`src/rtl/iir_sos_ctrl_if.sv`:
```
// Control bus of the biquad cascade sequencer: sample handshake, host coefficient port
// and the shared section bus (ce / mult_sel / c_we / c_addr / c_in).
interface iir_sos_ctrl_if #(
    parameter int NUM_SEC = 4,
    parameter int SEC_W   = 2,
    parameter int COEFF_W = 16
);
    logic               samp_vld;
    logic               samp_rdy;
    logic               din_le;
    logic               cfg_vld;
    logic               cfg_rdy;
    logic [SEC_W-1:0]   cfg_sec;
    logic [1:0]         cfg_addr;
    logic [COEFF_W-1:0] cfg_data;
    logic [NUM_SEC-1:0] ce;
    logic               mult_sel;
    logic [NUM_SEC-1:0] c_we;
    logic [1:0]         c_addr;
    logic [COEFF_W-1:0] c_in;
    logic               out_vld;
    logic               busy;
    logic               cfg_err;

    modport master (
        output samp_vld, cfg_vld, cfg_sec, cfg_addr, cfg_data,
        input  samp_rdy, din_le, cfg_rdy, ce, mult_sel, c_we, c_addr, c_in,
               out_vld, busy, cfg_err
    );

    modport slave (
        input  samp_vld, cfg_vld, cfg_sec, cfg_addr, cfg_data,
        output samp_rdy, din_le, cfg_rdy, ce, mult_sel, c_we, c_addr, c_in,
               out_vld, busy, cfg_err
    );
endinterface

```
`src/rtl/iir_sos_ctrl.sv`:
```
// Sequencer and coefficient loader for a cascade of NUM_SEC biquad sections.
// Optional overrun flag (ports ovr / ovr_clr) enabled by defining IIR_CTRL_OVERRUN_EN.
//
// state | meaning
// IDLE  | waiting; sample has priority over a coefficient write
// CFG   | one-cycle coefficient write pulse to the addressed section
// CALC0 | ce[sec_idx]=1, mult_sel=0
// CALC1 | ce[sec_idx]=1, mult_sel=1
// GAP   | ce low so section sec_idx latches; advance or finish
module iir_sos_ctrl #(
    parameter int NUM_SEC = 4,
    parameter int SEC_W   = 2,
    parameter int COEFF_W = 16
) (
    input  logic          c_clk,
    input  logic          nrst,
    iir_sos_ctrl_if.slave bus
`ifdef IIR_CTRL_OVERRUN_EN
    ,
    output logic          ovr,
    input  logic          ovr_clr
`endif
);

    typedef enum logic [2:0] {IDLE, CFG, CALC0, CALC1, GAP} state_t;

    localparam logic [SEC_W-1:0]   LAST_SEC  = SEC_W'(NUM_SEC - 1);
    localparam logic [SEC_W:0]     NUM_SEC_X = (SEC_W + 1)'(NUM_SEC);
    localparam logic [NUM_SEC-1:0] ONE_HOT0  = NUM_SEC'(1);

    state_t             state, state_nxt;
    logic [SEC_W-1:0]   sec_idx, sec_idx_nxt;
    logic [NUM_SEC-1:0] ce_q, ce_nxt;
    logic [NUM_SEC-1:0] c_we_q, c_we_nxt;
    logic [1:0]         c_addr_q, c_addr_nxt;
    logic [COEFF_W-1:0] c_in_q, c_in_nxt;
    logic               mult_sel_q, mult_sel_nxt;
    logic               din_le_q, din_le_nxt;
    logic               out_vld_q, out_vld_nxt;
    logic               busy_q, busy_nxt;
    logic               cfg_err_q, cfg_err_nxt;
    logic               cfg_take;
    logic               sec_ok;

    // Ready signals are the only combinational outputs; they never gate a clock.
    assign bus.samp_rdy = nrst && (state == IDLE);
    assign bus.cfg_rdy  = nrst && (state == IDLE) && !bus.samp_vld;

    always_comb begin
        state_nxt   = state;
        sec_idx_nxt = sec_idx;
        din_le_nxt  = 1'b0;
        out_vld_nxt = 1'b0;
        cfg_take    = 1'b0;
        case (state)
            IDLE: begin
                if (bus.samp_vld) begin
                    state_nxt   = CALC0;
                    sec_idx_nxt = '0;
                    din_le_nxt  = 1'b1;
                end else if (bus.cfg_vld) begin
                    state_nxt = CFG;
                    cfg_take  = 1'b1;
                end
            end
            CFG:   state_nxt = IDLE;
            CALC0: state_nxt = CALC1;
            CALC1: state_nxt = GAP;
            GAP: begin
                if (sec_idx == LAST_SEC) begin
                    state_nxt   = IDLE;
                    out_vld_nxt = 1'b1;
                end else begin
                    state_nxt   = CALC0;
                    sec_idx_nxt = sec_idx + 1'b1;
                end
            end
            default: state_nxt = IDLE;
        endcase

        // Outputs are decoded from the next state so the flops line up with the state.
        ce_nxt       = ((state_nxt == CALC0) || (state_nxt == CALC1)) ? (ONE_HOT0 << sec_idx_nxt) : '0;
        mult_sel_nxt = (state_nxt == CALC1);
        busy_nxt     = (state_nxt == CALC0) || (state_nxt == CALC1) || (state_nxt == GAP);

        sec_ok      = {1'b0, bus.cfg_sec} < NUM_SEC_X;
        c_we_nxt    = (cfg_take && sec_ok) ? (ONE_HOT0 << bus.cfg_sec) : '0;
        cfg_err_nxt = cfg_take && !sec_ok;
        c_addr_nxt  = cfg_take ? bus.cfg_addr : c_addr_q;
        c_in_nxt    = cfg_take ? bus.cfg_data : c_in_q;
    end

    always_ff @(posedge c_clk or negedge nrst) begin
        if (!nrst) begin
            state      <= IDLE;
            sec_idx    <= '0;
            ce_q       <= '0;
            mult_sel_q <= 1'b0;
            c_we_q     <= '0;
            c_addr_q   <= '0;
            c_in_q     <= '0;
            din_le_q   <= 1'b0;
            out_vld_q  <= 1'b0;
            busy_q     <= 1'b0;
            cfg_err_q  <= 1'b0;
        end else begin
            state      <= state_nxt;
            sec_idx    <= sec_idx_nxt;
            ce_q       <= ce_nxt;
            mult_sel_q <= mult_sel_nxt;
            c_we_q     <= c_we_nxt;
            c_addr_q   <= c_addr_nxt;
            c_in_q     <= c_in_nxt;
            din_le_q   <= din_le_nxt;
            out_vld_q  <= out_vld_nxt;
            busy_q     <= busy_nxt;
            cfg_err_q  <= cfg_err_nxt;
        end
    end

    assign bus.ce       = ce_q;
    assign bus.mult_sel = mult_sel_q;
    assign bus.c_we     = c_we_q;
    assign bus.c_addr   = c_addr_q;
    assign bus.c_in     = c_in_q;
    assign bus.din_le   = din_le_q;
    assign bus.out_vld  = out_vld_q;
    assign bus.busy     = busy_q;
    assign bus.cfg_err  = cfg_err_q;

`ifdef IIR_CTRL_OVERRUN_EN
    logic samp_vld_q;

    // A sample that newly appears while we cannot take it is an overrun; clear wins.
    always_ff @(posedge c_clk or negedge nrst) begin
        if (!nrst) begin
            samp_vld_q <= 1'b0;
            ovr        <= 1'b0;
        end else begin
            samp_vld_q <= bus.samp_vld;
            if (ovr_clr)
                ovr <= 1'b0;
            else if (bus.samp_vld && !bus.samp_rdy && !samp_vld_q)
                ovr <= 1'b1;
        end
    end
`endif

endmodule

```
`src/flat_wrapper.sv`:
```
// flat-port wrapper written by rule: the top's interface ports become plain ports
module iir_sos_ctrl_flat 
#(
    parameter int NUM_SEC = 4,
    parameter int SEC_W   = 2,
    parameter int COEFF_W = 16
)
  (c_clk, nrst, bus_samp_vld, bus_cfg_vld, bus_cfg_sec, bus_cfg_addr, bus_cfg_data, bus_samp_rdy, bus_din_le, bus_cfg_rdy, bus_ce, bus_mult_sel, bus_c_we, bus_c_addr, bus_c_in, bus_out_vld, bus_busy, bus_cfg_err);
  iir_sos_ctrl_if #(.NUM_SEC(NUM_SEC), .SEC_W(SEC_W), .COEFF_W(COEFF_W)) bus_i ();
  input  logic c_clk;
  input  logic nrst;
  input wire logic [$bits(bus_i.samp_vld)-1:0] bus_samp_vld;
  input wire logic [$bits(bus_i.cfg_vld)-1:0] bus_cfg_vld;
  input wire logic [$bits(bus_i.cfg_sec)-1:0] bus_cfg_sec;
  input wire logic [$bits(bus_i.cfg_addr)-1:0] bus_cfg_addr;
  input wire logic [$bits(bus_i.cfg_data)-1:0] bus_cfg_data;
  output wire logic [$bits(bus_i.samp_rdy)-1:0] bus_samp_rdy;
  output wire logic [$bits(bus_i.din_le)-1:0] bus_din_le;
  output wire logic [$bits(bus_i.cfg_rdy)-1:0] bus_cfg_rdy;
  output wire logic [$bits(bus_i.ce)-1:0] bus_ce;
  output wire logic [$bits(bus_i.mult_sel)-1:0] bus_mult_sel;
  output wire logic [$bits(bus_i.c_we)-1:0] bus_c_we;
  output wire logic [$bits(bus_i.c_addr)-1:0] bus_c_addr;
  output wire logic [$bits(bus_i.c_in)-1:0] bus_c_in;
  output wire logic [$bits(bus_i.out_vld)-1:0] bus_out_vld;
  output wire logic [$bits(bus_i.busy)-1:0] bus_busy;
  output wire logic [$bits(bus_i.cfg_err)-1:0] bus_cfg_err;
  assign bus_i.samp_vld = bus_samp_vld;
  assign bus_i.cfg_vld = bus_cfg_vld;
  assign bus_i.cfg_sec = bus_cfg_sec;
  assign bus_i.cfg_addr = bus_cfg_addr;
  assign bus_i.cfg_data = bus_cfg_data;
  assign bus_samp_rdy = bus_i.samp_rdy;
  assign bus_din_le = bus_i.din_le;
  assign bus_cfg_rdy = bus_i.cfg_rdy;
  assign bus_ce = bus_i.ce;
  assign bus_mult_sel = bus_i.mult_sel;
  assign bus_c_we = bus_i.c_we;
  assign bus_c_addr = bus_i.c_addr;
  assign bus_c_in = bus_i.c_in;
  assign bus_out_vld = bus_i.out_vld;
  assign bus_busy = bus_i.busy;
  assign bus_cfg_err = bus_i.cfg_err;
  iir_sos_ctrl #(.NUM_SEC(NUM_SEC), .SEC_W(SEC_W), .COEFF_W(COEFF_W)) u_core (.c_clk(c_clk), .nrst(nrst), .bus(bus_i));
endmodule
```
`config.mk`:
```
export PLATFORM = sky130hd
export DESIGN_NAME = iir_sos_ctrl_flat
export DESIGN_NICKNAME = d
export VERILOG_FILES = /design/src/rtl/iir_sos_ctrl_if.sv /design/src/rtl/iir_sos_ctrl.sv /design/src/flat_wrapper.sv
export SDC_FILE = /design/constraint.sdc
export NUM_CORES = 1
export LEC_CHECK = 0
export ABC_CLOCK_PERIOD_IN_PS = 4050
export CORE_ASPECT_RATIO = 1.5
export CORE_MARGIN = 3
export CORE_UTILIZATION = 45
export DETAILED_ROUTE_END_ITERATION = 12
export PLACE_DENSITY = 0.92
export REMOVE_ABC_BUFFERS = 1
export SLEW_MARGIN = 25
export SYNTH_ARGS = -nofsm -noshare
export SYNTH_HDL_FRONTEND = slang
export SYNTH_SLANG_ARGS = --single-unit
```
`constraint.sdc`:
```
create_clock -name c_clk -period 4.05 [get_ports c_clk]
set_input_delay 0.81 -clock c_clk [delete_from_list [all_inputs] [get_ports c_clk]]
set_output_delay 0.81 -clock c_clk [all_outputs]
set_load 0.02 [all_outputs]
```
* After elaboration in Yosys (flattened, before gate mapping)
Index checks and enable logic that the tools add are counted.
** Cells by class
- Muxes and demuxes :: 16
- Shift operators :: 2
- Equal/unequal tests :: 7
- Add/subtract/negate cells :: 1
- Reduce and logical (&&, ||, !) cells :: 6
** Operators with widths (number)
- $eq A3 B2 Y1 const B :: 4
- $pmux W3 S4 :: 1
- $mux W4 :: 2
- $shl A1 B2 Y4 const A :: 2
- $mux W1 :: 7
- $eq A3 B3 Y1 const B :: 2
- $mux W2 :: 3
- $mux W3 :: 2
- $pmux W2 S2 :: 1
- $logic_not A3 Y1 :: 1
- $add A2 B1 Y2 const B :: 1
- $eq A2 B2 Y1 const B :: 1
- $logic_and A1 B1 Y1 :: 2
- $logic_or A1 B1 Y1 :: 2
- $logic_not A1 Y1 :: 1
** Word-level totals
- Output and inout bits :: 33
- Logic and storage cells :: 42
- Bits in registers :: 35
- Input port bits :: 24

* Logic depth before layout (Yosys ltp)
- Depth after elaboration :: 6
- Gate-level depth with buffers :: 5
- Mapped depth without buffers :: 5

* Least setup slack after synthesis
OpenSTA, ideal clock, no wires.
- Path kind :: input -> output
- Start point :: input port bus_samp_vld
- End point :: output port bus_cfg_rdy
- Path buffers :: 0
- Arrival time :: 1.140 ns
- Path slack :: 2.100 ns
- Cell stages on the path :: 2
- Cell sequence :: inv_1 and3_1
** Between the ends
- Longest elaborated chain between the ends :: 2
** Ends and longest elaborated chain
- start, declared :: line flat_wrapper.sv:12 : input wire logic [$bits(bus_i.samp_vld)-1:0] bus_samp_vld;
- $logic_not A1 Y1 :: line iir_sos_ctrl.sv:47 : assign bus.cfg_rdy = nrst && (state == IDLE) && !bus.samp_vld;
- $logic_and A1 B1 Y1 :: line iir_sos_ctrl.sv:47
- end, declared :: line flat_wrapper.sv:19 : output wire logic [$bits(bus_i.cfg_rdy)-1:0] bus_cfg_rdy;
Every way passes these cells.

* Worst setup path after layout
Ends and elaborated chain as after synthesis.

==> flow_summary.yaml <==
cells_and_area:
  fillers: 215
  multi_input_area_um2: 478
  nets: 177
  regArea_um2: 876
  drive_gt1_share_pct: 20.1
  area_growth_syn_to_layout_pct: 49.0
  antennaDiodeCount: 0
floorplanning:
  coreArea_um2: 2940
  die_w_um: 51.5
  die_h_um: 74.2
  initial_core_util_pct: 47.4
  die-area_um2: 3820
  ios: 57
  rows: 24
grt:
  grt_pass1_vias: 1040
  grt_antenna_before_repair: 0
  grt_usage_pct: 18.9
  gr-total-overflow: 0
  grt_max_degree: 24
  grt_first_pass_wirelength_um: 5150
cts:
  postCtsHoldBufs: 0
  cts_setup_buffers: 0
  cts_resized: 0
  clock_sinks: 35
  clock_latency_ns: 0.29
  cts-root-buf: "clkbuf_8"
  cts.path.max_buffers: 2
  h-tree-depth: 2
  path_clk_slew_ns: 0.07
  numCtsBuffers: 5
  cts_tree: "yes"
power:
  p_leak_nw: 0.971
  ir_drop_v: 0.000524
  powerDensity_nw_per_um2: 798
  finalPower_mw: 1.66
yosys:
  synth_area_um2: 1400
  synth_commonest_cells: "dfrtp_1, mux2_4, nand2_1, nor2_1, nor3b_1"
  synthMuxAreaShare_pct: 19.1
  synth_flop_cell: "dfrtp_1"
  ys_ff_latch: 35
  synthTopCellsByArea: "dfrtp_1, mux2_4, nor3b_1"
  synthSimpleGateAreaFrac_pct: 11.4
  synthAdderAreaFrac_pct: 0
  synth_cell_types: 29
  synth_xor_area_share_pct: 0
  syn_area_per_cell_um2: 14.9
  synth_edf_count: 0
  synth_warnings: 0
  synth_compound_area_share_pct: 3.49
  synth_most_common_cell: "dfrtp_1"
  synth_top_area_cell: "dfrtp_1"
  async_reset_ff_share_pct: 100
  synth_top_family_by_area: "multiplexers"
  synth-seq-area-share_pct: 62.7
  synthCells: 94
  synth.top_cell.area_share_pct: 62.7
drt:
  final_antenna_net_count: 0
  num_vias: 980
  wl_per_cell_um: 16.6
  drt_first_pass_iters: 4
  avgViaCountPerCell: 5.08
  drcViolationCount: 0
  first_iter_violations: 26
  drt-total-wl_um: 3210
timing:
  fmax_mhz: 334
  tns_ns: 0
  finalClockSkew_ns: 0.00762
  finalCriticalPeriod_ns: 2.99
  hold_violations: 0
  report.final.slew_viol_count: 0
  setup_viol: 0
  maxSlewHeadroom_pct: 57.0
  rsz0062_at_grt: "no"
  fin_crit_sh_pct: 73.8
  worst_slew_pin_slew_ns: 0.643
setup_path:
  crit_end: "bus_cfg_rdy"
  cp-end-kind: "output pin"
  reg2reg_from: "u_core.state[0]"
  worstSetupPathType: "input pin to output pin"
  startpoint_type: "input pin"
  crit_arrival_ns: 2.18
  cp.required_ns: 3.24
  ff2ff_setup_slack_ns: 2.20
  r2r_cells: 4
  r2r-end: "u_core.bus.c_in[9]"
  crit_fanout: 4
  startpoint: "bus_samp_vld"
outcome:
  status: "completed"
placement:
  port_buffers: 55
  hpwl_um: 2460
  gp_congestion: 0.816
hold_path:
  worst_hold_path_type: "input pin to async pin"
flow_run:
  maxCapViolCount: 0
[final cells by class]
class / count / share of cell area, %
clock inverter: 2 / 1.68
tap: 39 / 2.35
sequential: 35 / 42.1
clock buffer: 6 / 3.97
timing repair buffer: 56 / 26.6
inverter: 2 / 0.361
multi-input combinational: 53 / 23.0
[worst max-delay path: stages]
cell	delay, ns
clkdlybuf4s50_1	0.45
inv_1	0.15
and3_1	0.17
clkdlybuf4s50_1	0.60
[worst min-delay path by stage]
stage,startpoint,end,slack [ns]
finish,nrst,u_core.bus.din_le,0.40
global route,nrst,u_core.bus.din_le,0.41
CTS,nrst,u_core.bus.din_le,0.41
detailed placement,u_core.bus.c_in[14],u_core.bus.c_in[14],0.49
global placement,u_core.bus.c_in[14],u_core.bus.c_in[14],0.49
floorplan,nrst,u_core.bus.busy,0.51
[registers in the layout (all words and copies together) (netlist names)]
register and count:
u_core.sec_idx 2, u_core.bus.out_vld 1, u_core.bus.mult_sel 1, u_core.state 3
u_core.bus.c_we 4, u_core.bus.c_in 16, u_core.bus.busy 1, u_core.bus.ce 4
u_core.bus.c_addr 2, u_core.bus.din_le 1
[cell families after synthesis]
logic type,after synthesis
simple gates,26
flops,35
other cells,1
mux,18
compound gates,8
buf+inv,6
[metrics by stage]
step / worst slack [ns] / cells / util [%] / cell area (µm²) / hold WS [ns]
after floorplan: 2.10 / 90 / - / 1360 / 0.510
after global placement: 1.15 / 185 / 66.7 / 1960 / 0.489
after detailed placement: 1.08 / 185 / 66.7 / 1960 / 0.494
after CTS: 1.07 / 193 / 70.7 / 2080 / 0.408
after global routing: 1.02 / 193 / 70.7 / 2080 / 0.412
final: 1.06 / 193 / 70.7 / 2080 / 0.404
[power breakdown]
group	leakage [nW]	total, mW	switching (mW)	internal (mW)
sequential	0.441	0.592	0.102	0.490
clock	0.0612	0.318	0.119	0.199
combinational	0.470	0.750	0.341	0.409
total	0.971	1.66	0.562	1.10
[metal layers]
layer  GRT usage [%]  up-vias  routed length (µm)
li1                -      434                   -
met1            19.8      486                1060
met2            32.7       49                1780
met3            7.62       11                 274
met4            8.75        0                  89
met5               0        -                   0
[layout by cell type (no fill, tap or decap), types with 2 or more instances in the layout]
| cell type | synthesis | final |
|---|---|---|
| clkdlybuf4s50_1 | 0 | 54 |
| nor2_1 | 4 | 4 |
| clkbuf_8 | 0 | 6 |
| a21oi_1 | 2 | 2 |
| dfrtp_1 | 35 | 35 |
| nor3b_1 | 4 | 4 |
| and3_1 | 2 | 2 |
| nand2_1 | 4 | 4 |
| nor3_1 | 3 | 3 |
| mux2_4 | 17 | 17 |
| inv_1 | 2 | 2 |
Note: power is estimated with default switching activity, not from simulation.
